File: config.mk
export PLATFORM = sky130hd
export DESIGN_NAME = i2s_adc_serializer
export DESIGN_NICKNAME = d
export VERILOG_FILES = /design/src/rtl/i2s_adc_serializer.sv
export SDC_FILE = /design/constraint.sdc
export NUM_CORES = 1
export LEC_CHECK = 0
export CORE_ASPECT_RATIO = 1.1
export CORE_UTILIZATION = 45
export DETAILED_ROUTE_END_ITERATION = 16
export DONT_BUFFER_PORTS = 1
export PLACE_DENSITY = 0.69
export SLEW_MARGIN = 30
export SYNTH_ARGS = -nofsm -noshare
export SYNTH_HDL_FRONTEND = slang
export SYNTH_SLANG_ARGS = --single-unit
File: constraint.sdc
create_clock -name CLOCK_50 -period 3.19 [get_ports CLOCK_50]
set_input_delay 0.638 -clock CLOCK_50 [delete_from_list [all_inputs] [get_ports CLOCK_50]]
set_output_delay 0.638 -clock CLOCK_50 [all_outputs]
set_load 0.01 [all_outputs]
File: src/rtl/i2s_adc_serializer.sv
// rtl/i2s_adc_serializer.sv - I2S ADC-line serializer: sample-pair FIFO, BCLK/LRCK synchronizers, MSB-first shifter
module i2s_adc_serializer #(
  parameter int WIDTH       = 16,
  parameter int DEPTH       = 4,
  parameter int SYNC_STAGES = 2
) (
  input  logic                   CLOCK_50,
  input  logic                   RST,
  input  logic                   enable,
  input  logic                   s_valid,
  output logic                   s_ready,
  input  logic [WIDTH-1:0]       s_left,
  input  logic [WIDTH-1:0]       s_right,
  input  logic                   AUD_BCLK,
  input  logic                   AUD_LRCK,
  output logic                   AUD_ADCDAT,
  output logic [$clog2(DEPTH):0] level,
  output logic                   underrun,
  output logic                   underrun_sticky
);
  localparam int AW = $clog2(DEPTH);
  localparam int LW = AW + 1;
  localparam int CW = $clog2(WIDTH + 1);

  typedef enum logic [1:0] {IDLE, WAIT_FRAME, SHIFT_L, SHIFT_R} state_t;

  logic [SYNC_STAGES-1:0] bclk_sync_q, bclk_sync_d, lrck_sync_q, lrck_sync_d;
  logic                   bclk_hist_q, bclk_hist_d, lrck_hist_q, lrck_hist_d;
  logic                   bclk_rise_q, bclk_rise_d;
  logic                   lrck_rise_q, lrck_rise_d, lrck_fall_q, lrck_fall_d;
  logic [2*WIDTH-1:0]     mem_q [DEPTH];
  logic [AW-1:0]          wr_ptr_q, wr_ptr_d, rd_ptr_q, rd_ptr_d;
  logic [LW-1:0]          level_q, level_d;
  state_t                 state_q, state_d;
  logic [2*WIDTH-1:0]     hold_q, hold_d;
  logic [WIDTH-1:0]       shift_q, shift_d;
  logic [CW-1:0]          bit_cnt_q, bit_cnt_d;
  logic                   dat_q, dat_d;
  logic                   underrun_q, underrun_d;
  logic                   sticky_q, sticky_d;
  logic                   enable_q, enable_d;
  logic                   push, pop, load_l;

  assign s_ready         = (level_q != LW'(DEPTH));
  assign push            = s_valid && s_ready;
  assign level           = level_q;
  assign AUD_ADCDAT      = dat_q;
  assign underrun        = underrun_q;
  assign underrun_sticky = sticky_q;

  always_comb begin
    bclk_sync_d = (bclk_sync_q << 1) | SYNC_STAGES'(AUD_BCLK);
    lrck_sync_d = (lrck_sync_q << 1) | SYNC_STAGES'(AUD_LRCK);
    bclk_hist_d = bclk_sync_q[SYNC_STAGES-1];
    lrck_hist_d = lrck_sync_q[SYNC_STAGES-1];
    bclk_rise_d = bclk_sync_q[SYNC_STAGES-1] & ~bclk_hist_q;
    lrck_rise_d = lrck_sync_q[SYNC_STAGES-1] & ~lrck_hist_q;
    lrck_fall_d = ~lrck_sync_q[SYNC_STAGES-1] & lrck_hist_q;
  end

  // Synchronizers stay unreset so a reset while LRCK is high cannot fake an LRCK edge.
  always_ff @(posedge CLOCK_50) begin
    bclk_sync_q <= bclk_sync_d;
    lrck_sync_q <= lrck_sync_d;
    bclk_hist_q <= bclk_hist_d;
    lrck_hist_q <= lrck_hist_d;
    if (push) mem_q[wr_ptr_q] <= {s_left, s_right};
  end

  always_comb begin
    state_d    = state_q;
    hold_d     = hold_q;
    shift_d    = shift_q;
    bit_cnt_d  = bit_cnt_q;
    dat_d      = dat_q;
    underrun_d = 1'b0;
    pop        = 1'b0;
    load_l     = 1'b0;
    case (state_q)
      IDLE: begin
        dat_d = 1'b0;
        if (enable) state_d = WAIT_FRAME;
      end
      WAIT_FRAME: begin
        dat_d = 1'b0;
        if (!enable) state_d = IDLE;
        else if (lrck_rise_q) load_l = 1'b1;
      end
      SHIFT_L, SHIFT_R: begin
        if (lrck_rise_q) begin
          if (state_q == SHIFT_R && !enable) begin
            state_d = IDLE;
            dat_d   = 1'b0;
          end else begin
            load_l = 1'b1;
          end
        end else if (lrck_fall_q && state_q == SHIFT_L) begin
          shift_d   = hold_q[WIDTH-1:0];
          bit_cnt_d = '0;
          dat_d     = hold_q[WIDTH-1];
          state_d   = SHIFT_R;
        end else if (bclk_rise_q) begin
          shift_d = {shift_q[WIDTH-2:0], 1'b0};
          dat_d   = (bit_cnt_q < CW'(WIDTH - 1)) ? shift_q[WIDTH-2] : 1'b0;
          if (bit_cnt_q != CW'(WIDTH)) bit_cnt_d = bit_cnt_q + CW'(1);
        end
      end
      default: state_d = IDLE;
    endcase
    if (load_l) begin
      if (level_q != '0) begin
        pop    = 1'b1;
        hold_d = mem_q[rd_ptr_q];
      end else begin
        hold_d     = '0;
        underrun_d = 1'b1;
      end
      shift_d   = hold_d[2*WIDTH-1:WIDTH];
      bit_cnt_d = '0;
      dat_d     = hold_d[2*WIDTH-1];
      state_d   = SHIFT_L;
    end
  end

  always_comb begin
    wr_ptr_d = push ? wr_ptr_q + AW'(1) : wr_ptr_q;
    rd_ptr_d = pop ? rd_ptr_q + AW'(1) : rd_ptr_q;
    level_d  = level_q;
    case ({push, pop})
      2'b10:   level_d = level_q + LW'(1);
      2'b01:   level_d = level_q - LW'(1);
      default: level_d = level_q;
    endcase
    enable_d = enable;
    if (underrun_d) sticky_d = 1'b1;
    else if (enable && !enable_q) sticky_d = 1'b0;
    else sticky_d = sticky_q;
  end

  always_ff @(posedge CLOCK_50) begin
    if (RST) begin
      bclk_rise_q <= 1'b0;
      lrck_rise_q <= 1'b0;
      lrck_fall_q <= 1'b0;
      wr_ptr_q    <= '0;
      rd_ptr_q    <= '0;
      level_q     <= '0;
      state_q     <= IDLE;
      hold_q      <= '0;
      shift_q     <= '0;
      bit_cnt_q   <= '0;
      dat_q       <= 1'b0;
      underrun_q  <= 1'b0;
      sticky_q    <= 1'b0;
      enable_q    <= 1'b0;
    end else begin
      bclk_rise_q <= bclk_rise_d;
      lrck_rise_q <= lrck_rise_d;
      lrck_fall_q <= lrck_fall_d;
      wr_ptr_q    <= wr_ptr_d;
      rd_ptr_q    <= rd_ptr_d;
      level_q     <= level_d;
      state_q     <= state_d;
      hold_q      <= hold_d;
      shift_q     <= shift_d;
      bit_cnt_q   <= bit_cnt_d;
      dat_q       <= dat_d;
      underrun_q  <= underrun_d;
      sticky_q    <= sticky_d;
      enable_q    <= enable_d;
    end
  end
endmodule
==> After elaboration in Yosys (flattened, before gate mapping) <==
Memories as Yosys holds them, arrays and structs flattened. A register that Yosys moved wholly into a read port is not among the register bits.
Index checks and enable logic that the tools add are counted.
W data, S select, Z words.
{ "word_totals": {"reg_bits": 58, "ramBits": 128, "in_bits": 38, "output_inout_bits": 7, "word_cells": 113, "memories": 1} }
{ "mem_list": {"columns": ["memory", "depth", "width", "rd", "rd_ports_with_merged_regs", "write_ports", "line", "rtl"], "rows": [
  ["mem_q", 4, 32, 1, 1, 1, "31", "logic [2*WIDTH-1:0] mem_q [DEPTH];"]
]} }
{ "classes": {"addsub": 5, "order_cmp": 1, "eq_ne": 17, "n_mux": 39, "bitwise_logic": 9, "reduce_logical": 22} }
{ "ops": {"columns": ["op", "n"], "rows": [
  ["$mux W15", 5],
  ["$mux W32", 1],
  ["$mux W1", 18],
  ["$mux W2", 8],
  ["$mux W5", 3],
  ["$ne A3 B3 Y1 const B", 5],
  ["$reduce_and A4 Y1", 3],
  ["$ne A5 B5 Y1 const B", 2],
  ["$reduce_bool A2 Y1", 5],
  ["$ne A4 B4 Y1 const B", 2],
  ["$eq A2 B2 Y1 const B", 3],
  ["$pmux W2 S3", 1],
  ["$pmux W3 S2", 1],
  ["$reduce_bool A3 Y1", 2],
  ["$reduce_or A2 Y1", 3],
  ["$add A5 B1 Y5 const B", 1],
  ["$lt A5 B4 Y1 const B", 1],
  ["$add A2 B1 Y2 const B", 2],
  ["$eq A2 B1 Y1 const B", 2],
  ["$logic_and A1 B1 Y1", 4],
  ["$ne A2 B2 Y1 const B", 2],
  ["$not A1 Y1", 4],
  ["$or A2 B1 Y2", 2],
  ["$pmux W1 S2", 2],
  ["8 further kinds", 11]
]} }

==> Longest topological paths before layout <==
{ "logic_depth": {"word_depth": 8, "mapped_depth": 11} }

==> Worst setup path after synthesis <==
No wires, ideal clock.
{ "synth_path": {"path_kind": "input-to-reg", "start": "in enable", "end": "reg level_q[2], in the netlist level[2]", "setup_ns": 0.071, "arrival_time_ns": 2.348, "required_time_ns": 3.119, "path_slack_ns": 0.772, "stages": 10, "path_buffers": 2, "path_cell_list": "mux2_4 -> and3_4 -> buf_6 -> buf_6 -> ha_1 -> inv_1 -> fa_1 -> xor2_1 -> or3_1 -> a21oi_1"} }
{ "synth_via": {"elab_chain_cells": 8} }
{ "synth_rtl": {"columns": ["element", "line", "rtl"], "rows": [
  ["from (decl)", "9", "input logic enable,"],
  ["$logic_not A1 Y1", "91", "if (state_q == SHIFT_R && !enable) begin"],
  ["$logic_and A1 B1 Y1", "91", null],
  ["$mux W1", "91", null],
  ["$mux W1", "90", "if (lrck_rise_q) begin"],
  ["$pmux W1 S2 (*)", "79", "case (state_q)"],
  ["$mux W1 (*)", "110", "if (load_l) begin"],
  ["net pop", "42", "logic push, pop, load_l;"],
  ["$eq A2 B1 Y1 or $eq A2 B2 Y1 (tied branches)", "129", "case ({push, pop})"],
  ["$pmux W3 S2 or $reduce_bool A2 Y1 (tied branches)", null, null],
  ["to (signal assigned)", "162", "level_q <= level_d;"],
  ["to (decl)", "33", "logic [LW-1:0] level_q, level_d;"]
]} }
Mark *: on every way through the listed nets, which the timed path passes. The rest lies on a longest branch.
A chain may end at the register's enable or synchronous reset.

==> Worst setup path after layout <==
{ "layout_path": {"start": "reg level_q[2], in the netlist level[2]", "end": "reg level_q[2], in the netlist level[2]"} }
{ "layout_lines": {"columns": ["element", "line", "rtl"], "rows": [
  ["$ne A3 B3 Y1 (*)", "44", "assign s_ready = (level_q != LW'(DEPTH));"],
  ["net s_ready", "11", "output logic s_ready,"],
  ["$logic_and A1 B1 Y1 (*)", "45", "assign push = s_valid && s_ready;"],
  ["$eq A2 B1 Y1 or $eq A2 B2 Y1 (tied branches)", "129", null],
  ["$pmux W3 S2 or $reduce_bool A2 Y1 (tied branches)", null, null]
]} }
Marks and branches as above.

==> impl_summary.log <==
INFO  metric tritoncts = done
INFO  metric grt_overflow_total = 0
INFO  metric cts-root-to-sink-buffers = 2
INFO  metric yosys.cell_types.count = 55
INFO  metric global_route.usage.met1 = 0.193
INFO  metric synth_seq_cells = 188
INFO  metric top_usage_layer = met2
INFO  metric route.vias.total = about 3700
INFO  metric final_nets = a little under 500
INFO  metric grt_start_max_net_pins = 33
INFO  metric first_pass_grt_wire_length = approximately 20000 µm
INFO  metric synth.top_cells.by_area = sky130_fd_sc_hd__edfxtp_1 (53%), sky130_fd_sc_hd__dfxtp_1 (17%), sky130_fd_sc_hd__mux4_2 (10%)
INFO  metric post_drt_wl_per_cell = 19.2 µm
INFO  metric async_reset_ff_frac = 0
INFO  metric setup_repair_after_global_routing_missed_its_margin = no
INFO  metric postRouteWirelength = 12700 µm
INFO  metric clk_latency = approximately 0.43 ns
INFO  metric synthDominantCellAreaShare = 0.533
INFO  metric max-slew-margin-rel = 0.427
INFO  metric die-height = 135 µm
INFO  metric synth.top_cells.by_count = sky130_fd_sc_hd__edfxtp_1 (128), sky130_fd_sc_hd__dfxtp_1 (60), sky130_fd_sc_hd__mux4_2 (32), sky130_fd_sc_hd__inv_1 (27), sky130_fd_sc_hd__nand2_1 (22)
INFO  metric gr-usage-all-layers = 0.170
INFO  metric syn_area = 7210 µm²
INFO  metric detail_route.drc_violations = 0
INFO  metric groute.layer.met3.usage = 0.0638
INFO  metric remaining_number_of_nets_flagged_by_the_antenna_check_after_routing = 0
INFO  metric worst_setup_path_end_kind = flop
INFO  metric crit_type = reg2reg
INFO  metric antenna_cells = 0
INFO  metric total_leakage_power = 2.65 nW
INFO  metric synth_enable_flop_cells = 128
INFO  metric power.share.combinational = 0.035
INFO  metric yosys_warnings = 0
INFO  metric sw_power = 1.07 mW
INFO  metric initialDrtViolationCount = 325
INFO  metric antenna_found_initial = 0
INFO  metric worst_setup_path_start_kind = flop
INFO  metric area_growth = 11.0%
INFO  metric cts.htree.levels = 4
INFO  metric globalRouteMet2Util = 0.288
INFO  metric final_layout_size_suffix_gt1_frac = 0.188
INFO  metric pwr_density_cell = 617 nW/µm²
INFO  metric ioPinCount = 45
INFO  metric timing.critical_path.required = 3.55 ns
INFO  metric synth_flop_cell = sky130_fd_sc_hd__edfxtp_1
INFO  metric post_cts_hold_buffer_count = 0
INFO  metric number_of_pins_exceeding_their_max_slew_limit_in_the_final_report = 0
INFO  metric path_type_of_the_worst_min_delay_path = in2reg
INFO  metric outcome = complete, no violations
INFO  metric cts.sinks = between 150 and 200
INFO  metric synth.net_count = 486
INFO  metric clkSlewWorstSetupHoldPaths = 0.07 ns
INFO  metric via_count_of_the_first_global_routing_pass = 3863
INFO  metric place.detailed.hpwl = 7890 µm
INFO  metric clock_tree.root_cell = sky130_fd_sc_hd__clkbuf_16
INFO  metric area_of_the_die = around 17000 µm²
INFO  metric final.setup.tns = 0 ns
INFO  metric critical_path_peak_fanout = 6
INFO  metric gpl.final_weighted_congestion = 0.731
INFO  metric finalHoldViolCount = 0
INFO  metric hold_ws = 0.234 ns
INFO  metric seqPwrFrac = 0.553
INFO  metric cap_viol_max_count = 0
INFO  metric synthMostInstantiatedCell = sky130_fd_sc_hd__edfxtp_1
INFO  metric synth.yosys.seq_area_share = 0.699
INFO  metric worst-endpoint-arrival = 2.92 ns
INFO  metric cell_internal_pwr = approximately 3.9 mW
INFO  metric drt-pass1-iter-count = 5
INFO  metric resize_count_post_cts = 0
INFO  metric setup_viol_count_final = 0
INFO  metric achievable-frequency = 390 MHz
INFO  metric post_synth_inst_count = 440
INFO  metric synth_largest_area_cell = sky130_fd_sc_hd__edfxtp_1
INFO  metric stdcell_area = around 8000 µm²
INFO  metric final.min_clock_period = roughly 2.6 ns
INFO  metric netSwitchingFraction = 0.216
INFO  metric postSynthAreaPerCell = 16.4 µm²
INFO  metric cts_buffer_count = 17
INFO  metric fp-row-count = 48
INFO  metric pwr-share-clk = 0.412
INFO  metric worst_slew_pin_slew = approximately 0.86 ns
INFO  metric placed_cell_area = 7430 µm²
INFO  metric drt-vias-per-instance = 5.53
INFO  metric start_util = 0.460
INFO  metric die_x = 123 µm
INFO  metric post_cts_buffers = 0
INFO  metric fp.coreArea = 15700 µm²
INFO  metric fin_crit_sh = 0.804
INFO  metric clock-skew-final = 0.00767 ns
INFO  metric number_of_port_buffers = 0
INFO  metric peakVddDrop = 0.374 mV
## per-stage QoR
stage / utilization / cells / setup WS (ns) / power [mW]
after floorplan: - / 440 / 0.772 / 2.90
after global placement: 0.474 / 630 / 0.746 / 2.95
after detailed placement: 0.474 / 630 / 0.650 / 2.96
after CTS: 0.511 / 662 / 0.639 / 4.97
after global routing: 0.511 / 662 / 0.474 / 5.10
final: 0.511 / 662 / 0.625 / 4.94
## worst paths after layout
kind | start | to | slack, ns | cells past startpoint
setup / recovery | level[2]$_SDFFE_PP0P_ | level[2]$_SDFFE_PP0P_ | 0.63 | 9
setup reg to reg | level[2]$_SDFFE_PP0P_ | level[2]$_SDFFE_PP0P_ | 0.63 | 9
hold / removal | AUD_LRCK | lrck_sync_q[0]$_DFF_P_ | 0.23 | 0
hold reg to reg | lrck_sync_q[0]$_DFF_P_ | lrck_sync_q[1]$_DFF_P_ | 0.33 | 0
## power by group through the flow
stage               clock network [mW]  logic, mW  registers (mW)
finish                            2.04      0.170            2.73
global route                      2.17      0.186            2.74
CTS                               2.06      0.174            2.73
detailed placement                   0      0.174            2.79
global placement                     0      0.171            2.78
floorplan                            0      0.128            2.78
## worst max-delay path, cell delays in order, from the launching register on
cell and delay [ns]:
sky130_fd_sc_hd__dfxtp_1 0.43, sky130_fd_sc_hd__or3b_1 0.51, sky130_fd_sc_hd__and2_1 0.25, sky130_fd_sc_hd__inv_1 0.08
sky130_fd_sc_hd__ha_1 0.18, sky130_fd_sc_hd__inv_1 0.07, sky130_fd_sc_hd__fa_1 0.38, sky130_fd_sc_hd__xor2_1 0.16
sky130_fd_sc_hd__or3_1 0.31, sky130_fd_sc_hd__a21oi_1 0.14
## registers in the layout, indices dropped and copies added, names as in the netlist, 2 cells and up, named ones only
| register | cells |
|---|---|
| bit_cnt_q | 5 |
| wr_ptr_q | 2 |
| hold_q | 16 |
| state_q | 2 |
| bclk_sync_q | 2 |
| shift_q | 15 |
| mem_q | 128 |
| rd_ptr_q | 2 |
| lrck_sync_q | 2 |
| level | 3 |
## cells by family (layout without fill, tap and decap cells)
| logic type | count (synthesis) | after routing | synth area share |
|---|---|---|---|
| adders and majority gates | 8 | 8 | 0.0149 |
| and+or+nand+nor | 70 | 70 | 0.0524 |
| AOI/OAI and AO/OA | 72 | 72 | 0.0728 |
| buffers and inverters | 48 | 70 | 0.0304 |
| DFF | 188 | 188 | 0.699 |
| muxes | 48 | 48 | 0.123 |
| xor gates and xnor gates | 6 | 6 | 0.00728 |
## final cells by class
| type | count | area (µm²) |
|---|---|---|
| Clock buffer | 17 | 425 |
| Clock inverter | 15 | 150 |
| Fill cell | 1249 | 7670 |
| Inverter | 27 | 101 |
| Multi-Input combinational cell | 204 | 1950 |
| Sequential cell | 188 | 5050 |
| Tap cell | 200 | 250 |
| Timing Repair Buffer | 11 | 82.6 |
## cell usage in the layout, fill, tap and decap left out, drive strengths merged, types with 3 or more instances in the layout
| master | count |
|---|---|
| inv | 36 |
| o21a | 3 |
| clkbuf | 17 |
| nor3 | 6 |
| clkinv | 5 |
| buf | 11 |
| o21ai | 21 |
| nor2 | 13 |
| and2 | 3 |
| ha | 7 |
| mux2i | 14 |
| mux4 | 32 |
| nor2b | 3 |
| o2bb2ai | 13 |
| edfxtp | 128 |
| a21oi | 8 |
| dfxtp | 60 |
| or3 | 3 |
| a22o | 13 |
| nor3b | 3 |
| nand2 | 22 |
| and3 | 7 |
| xor2 | 4 |
## routing by layer
layer  up-vias  part of all wire
li1       1709                 -
met1      1847              0.41
met2        83              0.51
met3        20             0.063
met4         0             0.018
met5         -                 0
Power figures use the tool's default switching activity.
